### src/rtl/servant_pll_supervisor_if.sv
// Purpose: groups the PLL-facing and system-facing signals of the PLL supervisor.
//   slave  : supervisor side (samples i_locked, drives the status/reset outputs)
//   master : environment side (PLL model / system logic)
// Signals:
//   i_locked   PLL LOCKED, asynchronous to the supervisor clock
//   o_pll_rst  PLL RST, active high
//   o_rst      system reset request, active high
//   o_fault    sticky lock-failure flag
//   o_state    0=RESET_PLL 1=WAIT_LOCK 2=STABLE 3=RUN (fault reads 1)
//   o_lost_cnt saturating count of lock losses while running
interface servant_pll_supervisor_if;
   logic       i_locked;
   logic       o_pll_rst;
   logic       o_rst;
   logic       o_fault;
   logic [1:0] o_state;
   logic [7:0] o_lost_cnt;

   modport slave (
      input  i_locked,
      output o_pll_rst,
      output o_rst,
      output o_fault,
      output o_state,
      output o_lost_cnt
   );

   modport master (
      output i_locked,
      input  o_pll_rst,
      input  o_rst,
      input  o_fault,
      input  o_state,
      input  o_lost_cnt
   );
endinterface

### src/rtl/servant_pll_supervisor.sv
// Purpose: supervises the MMCM/PLL producing the core clock. Pulses the PLL reset, waits for
//   LOCKED, holds system reset until LOCKED has been stable, retries on lock timeout, latches a
//   fault after repeated failures and re-resets the PLL if lock is lost while running.
// Ports:
//   i_clk  free-running board clock
//   i_rst  synchronous, active-high reset
//   sup    servant_pll_supervisor_if.slave: i_locked in; o_pll_rst, o_rst, o_fault,
//          o_state[1:0], o_lost_cnt[7:0] out (all registered)
module servant_pll_supervisor #(
   parameter int unsigned PLL_RST_CYCLES = 16,
   parameter int unsigned LOCK_TIMEOUT   = 100000,
   parameter int unsigned STABLE_CYCLES  = 1024,
   parameter int unsigned MAX_RETRIES    = 4,
   parameter int unsigned CNT_W          = 20
) (
   input logic                      i_clk,
   input logic                      i_rst,
   servant_pll_supervisor_if.slave  sup
);

   localparam int unsigned RetW = $clog2(MAX_RETRIES + 1);

   localparam logic [CNT_W-1:0] PllRstLast = CNT_W'(PLL_RST_CYCLES - 1);
   localparam logic [CNT_W-1:0] LockLast   = CNT_W'(LOCK_TIMEOUT - 1);
   localparam logic [CNT_W-1:0] StableLast = CNT_W'(STABLE_CYCLES - 1);
   localparam logic [CNT_W-1:0] CntOne     = CNT_W'(1);
   localparam logic [RetW-1:0]  RetLast    = RetW'(MAX_RETRIES - 1);
   localparam logic [RetW-1:0]  RetOne     = RetW'(1);

   typedef enum logic [2:0] {
      StResetPll,
      StWaitLock,
      StStable,
      StRun,
      StFault
   } state_e;

   state_e            state_q, state_d;
   logic [CNT_W-1:0]  cnt_q, cnt_d;
   logic [RetW-1:0]   ret_q, ret_d;
   logic [7:0]        lost_q, lost_d;

   // Two-flop synchroniser for the asynchronous LOCKED input; lk is sync2_q.
   logic              sync1_q, sync2_q;

   logic              pll_rst_q, pll_rst_d;
   logic              rst_q, rst_d;
   logic              fault_q, fault_d;
   logic [1:0]        st_q, st_d;

   // Next-state logic.
   always_comb begin
      state_d = state_q;
      cnt_d   = cnt_q;
      ret_d   = ret_q;
      lost_d  = lost_q;

      unique case (state_q)
         StResetPll: begin
            if (cnt_q == PllRstLast) begin
               state_d = StWaitLock;
               cnt_d   = '0;
            end else begin
               cnt_d = cnt_q + CntOne;
            end
         end

         StWaitLock: begin
            // Lock seen on the timeout cycle wins over the retry.
            if (sync2_q) begin
               state_d = StStable;
               cnt_d   = '0;
            end else if (cnt_q == LockLast) begin
               cnt_d = '0;
               if (ret_q == RetLast) begin
                  state_d = StFault;
               end else begin
                  state_d = StResetPll;
                  ret_d   = ret_q + RetOne;
               end
            end else begin
               cnt_d = cnt_q + CntOne;
            end
         end

         StStable: begin
            // A glitch here only restarts the wait; the PLL is not reset again.
            if (!sync2_q) begin
               state_d = StWaitLock;
               cnt_d   = '0;
            end else if (cnt_q == StableLast) begin
               state_d = StRun;
               cnt_d   = '0;
               ret_d   = '0;
            end else begin
               cnt_d = cnt_q + CntOne;
            end
         end

         StRun: begin
            if (!sync2_q) begin
               state_d = StResetPll;
               cnt_d   = '0;
               if (lost_q != 8'hFF) begin
                  lost_d = lost_q + 8'd1;
               end
            end
         end

         StFault: begin
            // Terminal until i_rst.
         end

         default: begin
            state_d = StResetPll;
            cnt_d   = '0;
         end
      endcase
   end

   // Outputs are registered from the next state so they change at the same edge as the state.
   always_comb begin
      pll_rst_d = (state_d == StResetPll);
      rst_d     = (state_d != StRun);
      fault_d   = (state_d == StFault);
      st_d      = 2'd0;
      unique case (state_d)
         StResetPll: st_d = 2'd0;
         StWaitLock: st_d = 2'd1;
         StStable:   st_d = 2'd2;
         StRun:      st_d = 2'd3;
         StFault:    st_d = 2'd1;
         default:    st_d = 2'd0;
      endcase
   end

   always_ff @(posedge i_clk) begin
      if (i_rst) begin
         state_q   <= StResetPll;
         cnt_q     <= '0;
         ret_q     <= '0;
         lost_q    <= '0;
         sync1_q   <= 1'b0;
         sync2_q   <= 1'b0;
         pll_rst_q <= 1'b1;
         rst_q     <= 1'b1;
         fault_q   <= 1'b0;
         st_q      <= 2'd0;
      end else begin
         state_q   <= state_d;
         cnt_q     <= cnt_d;
         ret_q     <= ret_d;
         lost_q    <= lost_d;
         sync1_q   <= sup.i_locked;
         sync2_q   <= sync1_q;
         pll_rst_q <= pll_rst_d;
         rst_q     <= rst_d;
         fault_q   <= fault_d;
         st_q      <= st_d;
      end
   end

   assign sup.o_pll_rst  = pll_rst_q;
   assign sup.o_rst      = rst_q;
   assign sup.o_fault    = fault_q;
   assign sup.o_state    = st_q;
   assign sup.o_lost_cnt = lost_q;

endmodule

### src/flat_wrapper.sv
// flat-port wrapper written by rule: the top's interface ports become plain ports
module servant_pll_supervisor_flat 
#(
   parameter int unsigned PLL_RST_CYCLES = 16,
   parameter int unsigned LOCK_TIMEOUT   = 100000,
   parameter int unsigned STABLE_CYCLES  = 1024,
   parameter int unsigned MAX_RETRIES    = 4,
   parameter int unsigned CNT_W          = 20
)
  (i_clk, i_rst, sup_i_locked, sup_o_pll_rst, sup_o_rst, sup_o_fault, sup_o_state, sup_o_lost_cnt);
  servant_pll_supervisor_if sup_i ();
  input logic i_clk;
  input logic i_rst;
  input wire logic [$bits(sup_i.i_locked)-1:0] sup_i_locked;
  output wire logic [$bits(sup_i.o_pll_rst)-1:0] sup_o_pll_rst;
  output wire logic [$bits(sup_i.o_rst)-1:0] sup_o_rst;
  output wire logic [$bits(sup_i.o_fault)-1:0] sup_o_fault;
  output wire logic [$bits(sup_i.o_state)-1:0] sup_o_state;
  output wire logic [$bits(sup_i.o_lost_cnt)-1:0] sup_o_lost_cnt;
  assign sup_i.i_locked = sup_i_locked;
  assign sup_o_pll_rst = sup_i.o_pll_rst;
  assign sup_o_rst = sup_i.o_rst;
  assign sup_o_fault = sup_i.o_fault;
  assign sup_o_state = sup_i.o_state;
  assign sup_o_lost_cnt = sup_i.o_lost_cnt;
  servant_pll_supervisor #(.PLL_RST_CYCLES(PLL_RST_CYCLES), .LOCK_TIMEOUT(LOCK_TIMEOUT), .STABLE_CYCLES(STABLE_CYCLES), .MAX_RETRIES(MAX_RETRIES), .CNT_W(CNT_W)) u_core (.i_clk(i_clk), .i_rst(i_rst), .sup(sup_i));
endmodule
### config.mk
export PLATFORM = sky130hd
export DESIGN_NAME = servant_pll_supervisor_flat
export DESIGN_NICKNAME = d
export VERILOG_FILES = /design/src/rtl/servant_pll_supervisor_if.sv /design/src/rtl/servant_pll_supervisor.sv /design/src/flat_wrapper.sv
export SDC_FILE = /design/constraint.sdc
export NUM_CORES = 1
export LEC_CHECK = 0
export BUFFER_PORTS_ARGS = -buffer_cell sky130_fd_sc_hd__buf_4
export CAP_MARGIN = 20
export CORE_AREA = 3 3 69 87
export CTS_BUF_LIST = sky130_fd_sc_hd__clkbuf_8
export DETAILED_ROUTE_END_ITERATION = 10
export DIE_AREA = 0 0 72 90
export PLACE_DENSITY = 0.55
export RECOVER_POWER = 100
export REMOVE_ABC_BUFFERS = 1
export SLEW_MARGIN = 20
export SYNTH_ARGS = -nofsm -noshare
export SYNTH_HDL_FRONTEND = slang
export SYNTH_SLANG_ARGS = --single-unit
### constraint.sdc
create_clock -name i_clk -period 1.83 [get_ports i_clk]
set_input_delay 0.2745 -clock i_clk [delete_from_list [all_inputs] [get_ports i_clk]]
set_output_delay 0.2745 -clock i_clk [all_outputs]
set_load 0.05 [all_outputs]
==> impl_metrics.env, run 1 <==
export IMPL_top_layer_used="met4"
export IMPL_synth_area_sq_um=1968
export IMPL_cp_end_kind="register"
export IMPL_final_hold_viol_count=0
export IMPL_drcViolationCount=0
export IMPL_ios=16
export IMPL_synth_edff_count=0
export IMPL_synth_flop_cell="dfxtp_1"
export IMPL_drtIter0Drc=96
export IMPL_routed_via_density=5.175
export IMPL_core_sq_um=5189
export IMPL_area_delta_synth_final_pct=20.09
export IMPL_slew_viol_final=0
export IMPL_wl_per_cell_um=12.85
export IMPL_ctsHoldBuffers=0
export IMPL_total_power_mw=1.624
export IMPL_start_util_pct=37.93
export IMPL_first_pass_iters=4
export IMPL_vias=1687
export IMPL_rsz0062_at_grt="yes"
export IMPL_violations="negative setup slack"
export IMPL_final_core_util_pct=45.55
export IMPL_worst_hold_slack_ps=175.7
export IMPL_place_congestion=0.7862
export IMPL_status="finished with violations"
export IMPL_portBuffers=15
export IMPL_ys_seq_elements=41
export IMPL_rrSetupSlack_ps=-60
export IMPL_max_freq_mhz=528.8
export IMPL_drive_gt1_share_pct=19.70
export IMPL_yosysUniqueCellTypes=45
export IMPL_clockRootBuffer="clkbuf_8"
export IMPL_grt_pass1_vias=1685
export IMPL_p_leak_nw=0.8882
export IMPL_die_x_um=72
export IMPL_hold_path_class="input port to register"
export IMPL_yosys_area_top_type="dfxtp_1"
export IMPL_ys_top_cells_by_area="dfxtp_1 42%, nor2_1 7.1%, xor2_1 5.3%"
export IMPL_peakVddDrop_mv=0.4998
export IMPL_routed_wl_um=4188
export IMPL_antenna_found_initial=0
export IMPL_synth_most_common_cell="dfxtp_1"
export IMPL_fin_ws_ps=-60.99
export IMPL_grt_pass1_wl_um=7679
export IMPL_grt_total_usage_pct=14.53
export IMPL_hpwl_um=3099
export IMPL_cp_data_arrival_time_ps=2090
export IMPL_max_cap_viol_count=0
export IMPL_grt_max_degree=24
export IMPL_dieArea_sq_um=6480
export IMPL_yosysWarnings=0
export IMPL_grt_overflow_total=0
export IMPL_worst_pin_slew_ps=597.2
export IMPL_setup_viol=23
export IMPL_async_reset_ff_share_pct=0
export IMPL_clkSinkCount=41
export IMPL_synth_cells=225
export IMPL_cp_required_ps=2030
export IMPL_cts_buffer_depth=2
export IMPL_synth_top_area_share_pct=41.70
export IMPL_dr_wl_met3_um=172
export IMPL_startpoint_type="register"
export IMPL_fin_worst_skew_ps=14.00
export IMPL_wl_met2_um=2075
export IMPL_path_clk_slew_ps=90
export IMPL_h_tree_depth=2
export IMPL_wl_met1_um=1863
export IMPL_postRouteAntennaNets=0
export IMPL_ys_seq_area_share_pct=41.70
export IMPL_critPathMaxFanout=17
export IMPL_die_h_um=90
export IMPL_timing_final_crit_share_pct=103.3
export IMPL_nNetsFinal=270
export IMPL_syn_area_per_cell_sq_um=8.747
export IMPL_clkLatencyLatePin_ps=300
export IMPL_cts_tree="done"
export IMPL_num_rows=29
export IMPL_diodes=0
export IMPL_slew_headroom_pct=60.36
export IMPL_path_class="register to register"
export IMPL_synthTopCellsByCount="41 x dfxtp_1, 37 x nor2_1, 14 x nand2_1"
export IMPL_p_per_area_nw_per_um2=687.2
export IMPL_period_minus_slack_ps=1891
export IMPL_cts_inserted_buffers=5
-- worst max-delay path, cell delays in order (launching register included) --
cell and delay (ps):
dfxtp_2 360, ha_4 130, or4b_4 500, nor2_4 160
a31o_4 190, a41o_1 230, buf_12 160, nor2_1 50
-- per-layer routing --
metal / vias up / GRT usage [%]
met5: - / 0
met4: 0 / 5.799
met3: 5 / 3.460
met2: 25 / 25.00
met1: 786 / 16.94
li1: 871 / -
-- logic make-up after synthesis --
group	Yosys count	synth area share [%]
fa+ha+maj	4	2.543
simple gates	112	31.34
flops	41	41.70
xor+xnor	18	8.010
mux	2	1.017
buf+inv	17	4.323
compound gates	31	11.06
-- registers in the layout, summed over array words and instances (netlist names) --
name / count
u_core.cnt_q: 20
u_core.ret_q: 3
u_core.state_q: 3
u_core.sup.o_fault: 1
u_core.sup.o_lost_cnt: 8
u_core.sup.o_pll_rst: 1
u_core.sup.o_rst: 1
u_core.sup.o_state: 2
u_core.sync1_q: 1
u_core.sync2_q: 1
-- timing repair --
item | in CTS | in global routing
gates cloned | 0 | 0
resized for setup | 4 | 6
endpoints found under the setup margin | 25 | 27
buffers inserted | 0 | 1
pin swaps | 7 | 4
-- where the power goes --
part	switching [mW]	internal, mW
combinational	0.0450	0.0386
sequential	0.0127	0.904
clock	0.349	0.275
-- final timing paths --
path / start / to / depth (start not counted)
min reg2reg: u_core.sync1_q$_SDFF_PP0_ / u_core.sync2_q$_SDFF_PP0_ / 1
min: sup_i_locked / u_core.sync1_q$_SDFF_PP0_ / 2
max reg2reg: u_core.cnt_q[0]$_SDFFE_PP0P_ / u_core.cnt_q[1]$_SDFFE_PP0P_ / 7
max: u_core.cnt_q[0]$_SDFFE_PP0P_ / u_core.cnt_q[1]$_SDFFE_PP0P_ / 7
-- per-stage QoR --
| stage | cell area (sq um) | cells | setup TNS, ps | setup WS [ps] |
|---|---|---|---|---|
| 3_5_place_dp | 2292 | 317 | -1861 | -102.2 |
| 2_1_floorplan | 1917 | 217 | -4722 | -220.4 |
| 4_1_cts | 2401 | 325 | -1596 | -90.14 |
| 3_3_place_gp | 2292 | 317 | -1009 | -54.44 |
| 5_1_grt | 2364 | 326 | -3657 | -200.4 |
| 6_report | 2364 | 326 | -1100 | -60.99 |
-- final cells by class --
type                            count  area [sq um]
Multi-Input combinational cell    167          1085
Inverter                            9         33.78
Timing Repair Buffer               39         249.0
Fill cell                         540          2825
Clock inverter                      3         25.02
Tap cell                           62         77.57
Sequential cell                    41         824.5
Clock buffer                        5         68.82
-- cells in the final DEF (no fill, tap or decap), types with 2 or more instances in the layout --
cell type	synthesis	final
nor3b_1	3	3
nand2_1	14	14
dfxtp_1	41	38
nand4_1	13	13
nand2b_1	2	2
nor2_1	37	37
mux2i_1	2	2
clkbuf_8	0	5
dfxtp_2	0	3
a21oi_1	10	10
nor4_1	3	2
and3_1	2	2
nor3_1	4	3
ha_1	4	3
and4_1	2	2
a31o_2	2	2
inv_1	9	9
buf_4	1	23
nor2b_1	3	3
and4_4	2	2
clkbuf_1	3	15
xor2_1	12	12
o21ai_0	10	10
or3_1	7	7
nand3_1	10	9
xnor2_1	6	6
Power figures use the tool's default switching activity.
==> run 2, diff against run 1 <==
--- a/config.mk
+++ b/config.mk
@@ -5,6 +5,7 @@
 export SDC_FILE = /design/constraint.sdc
 export NUM_CORES = 1
 export LEC_CHECK = 0
+export ABC_CLOCK_PERIOD_IN_PS = 1830
 export BUFFER_PORTS_ARGS = -buffer_cell sky130_fd_sc_hd__buf_4
 export CAP_MARGIN = 20
 export CORE_AREA = 3 3 69 87
@@ -14,6 +15,7 @@
 export PLACE_DENSITY = 0.55
 export RECOVER_POWER = 100
 export REMOVE_ABC_BUFFERS = 1
+export SETUP_SLACK_MARGIN = 0.02
 export SLEW_MARGIN = 20
 export SYNTH_ARGS = -nofsm -noshare
 export SYNTH_HDL_FRONTEND = slang
==> constraint.sdc (replaced) <==
create_clock -name i_clk -period 1.83 [get_ports i_clk]
set_input_delay 0.183 -clock i_clk [delete_from_list [all_inputs] [get_ports i_clk]]
set_output_delay 0.183 -clock i_clk [all_outputs]
set_load 0.05 [all_outputs]
==> impl_metrics.env, run 2 (same netlist as run 1, synthesis figures left out) <==
export IMPL_path_class="register to register"
export IMPL_h_tree_depth=2
export IMPL_drcViolationCount=0
export IMPL_core_sq_um=5189
export IMPL_hpwl_um=3099
export IMPL_start_util_pct=37.93
export IMPL_cp_data_arrival_time_ps=2090
export IMPL_path_clk_slew_ps=90
export IMPL_ios=16
export IMPL_diodes=0
export IMPL_startpoint_type="register"
export IMPL_grt_max_degree=24
export IMPL_largest_reg_flops=20
export IMPL_top_register="u_core.cnt_q"
export IMPL_max_freq_mhz=528.8
export IMPL_fin_ws_ps=-60.99
export IMPL_drtIter0Drc=96
export IMPL_routed_wl_um=4188
export IMPL_grt_pass1_wl_um=7679
export IMPL_peakVddDrop_mv=0.4998
export IMPL_rsz0062_at_grt="yes"
export IMPL_cts_buffer_depth=2
export IMPL_dieArea_sq_um=6480
export IMPL_routed_via_density=5.175
export IMPL_place_congestion=0.7862
export IMPL_timing_final_crit_share_pct=103.3
export IMPL_regArea_sq_um=824.5
export IMPL_grt_pass1_vias=1687
export IMPL_final_hold_viol_count=0
export IMPL_clkSinkCount=41
export IMPL_num_rows=29
export IMPL_first_pass_iters=4
export IMPL_critPathMaxFanout=17
export IMPL_grt_overflow_total=0
export IMPL_cp_required_ps=2030
export IMPL_portBuffers=15
export IMPL_final_cell_mix="38 x dfxtp_1, 37 x nor2_1, 23 x buf_4"
export IMPL_postRouteAntennaNets=0
export IMPL_drive_gt1_share_pct=19.70
export IMPL_layout_commonest_cell="dfxtp_1"
export IMPL_cts_inserted_buffers=5
export IMPL_clkLatencyLatePin_ps=300
export IMPL_area_delta_synth_final_pct=20.09
export IMPL_final_area_sq_um=2364
export IMPL_num_fill_cells=540
export IMPL_die_x_um=72
export IMPL_r2r_cells=7
export IMPL_status="finished with violations"
export IMPL_p_per_area_nw_per_um2=687.2
export IMPL_cp_end_kind="register"
export IMPL_violations="negative setup slack"
export IMPL_slew_viol_final=0
export IMPL_clockRootBuffer="clkbuf_8"
export IMPL_vias=1687
export IMPL_grt_total_usage_pct=14.53
export IMPL_max_cap_viol_count=0
export IMPL_placed_cell_area_sq_um=2292
export IMPL_wl_per_cell_um=12.85
export IMPL_nNetsFinal=270
export IMPL_period_minus_slack_ps=1891
export IMPL_ctsHoldBuffers=0
export IMPL_fin_worst_skew_ps=14.00
export IMPL_cts_tree="done"
export IMPL_antenna_found_initial=0
export IMPL_p_leak_nw=0.8882
export IMPL_worst_pin_slew_ps=597.2
export IMPL_die_h_um=90
export IMPL_min_path_cells=2
export IMPL_multi_input_area_sq_um=1085
export IMPL_slew_headroom_pct=60.36
export IMPL_worst_hold_slack_ps=84.16
export IMPL_hold_path_class="input port to register"
export IMPL_setup_viol=23
export IMPL_total_power_mw=1.624
## run 2: per-layer routing
| metal | part of all wire, % | track usage [%] |
|---|---|---|
| met5 | 0 | 0 |
| met4 | 1.9 | 5.799 |
| met3 | 4.1 | 3.460 |
| met2 | 50 | 25.00 |
| met1 | 44 | 16.94 |
## run 2: where the power goes
group	internal, mW	switching [mW]
combinational	0.0386	0.0450
sequential	0.904	0.0127
clock	0.275	0.349
total	1.22	0.406
## run 2: final cells by class
class                      count  share of cell area, %
multi-input combinational    167                  45.90
clock buffer                   5                  2.912
clock inverter                 3                  1.059
sequential                    41                  34.89
inverter                       9                  1.429
tap                           62                  3.282
timing repair buffer          39                  10.53
## run 2: worst paths after layout
check                                  to                          from  slack [ps]
max reg2reg  u_core.cnt_q[1]$_SDFFE_PP0P_  u_core.cnt_q[0]$_SDFFE_PP0P_         -60
min             u_core.sync1_q$_SDFF_PP0_                  sup_i_locked          80
min reg2reg     u_core.sync2_q$_SDFF_PP0_     u_core.sync1_q$_SDFF_PP0_         450
max          u_core.cnt_q[1]$_SDFFE_PP0P_  u_core.cnt_q[0]$_SDFFE_PP0P_         -60
## run 2: repair_timing
action	4_1_cts	5_1_grt
gates resized for setup	4	6
buffers inserted	0	1
endpoints found under the setup margin	25	27
gates cloned	0	0
pin swaps	7	4
## run 2: critical path, cell delays in order, from the launching register on
cell and delay [ps]:
dfxtp_2 360, ha_4 130, or4b_4 500, nor2_4 160
a31o_4 190, a41o_1 230, buf_12 160, nor2_1 50
## run 2: through the flow
step,setup TNS [ps],setup slack (ps),std cells,utilization [%]
3_3_place_gp,-1009,-54.44,317,44.18
3_5_place_dp,-1861,-102.2,317,44.18
2_1_floorplan,-4722,-220.4,217,-
6_report,-1100,-60.99,326,45.55
5_1_grt,-3657,-200.4,326,45.55
4_1_cts,-1596,-90.14,325,46.27
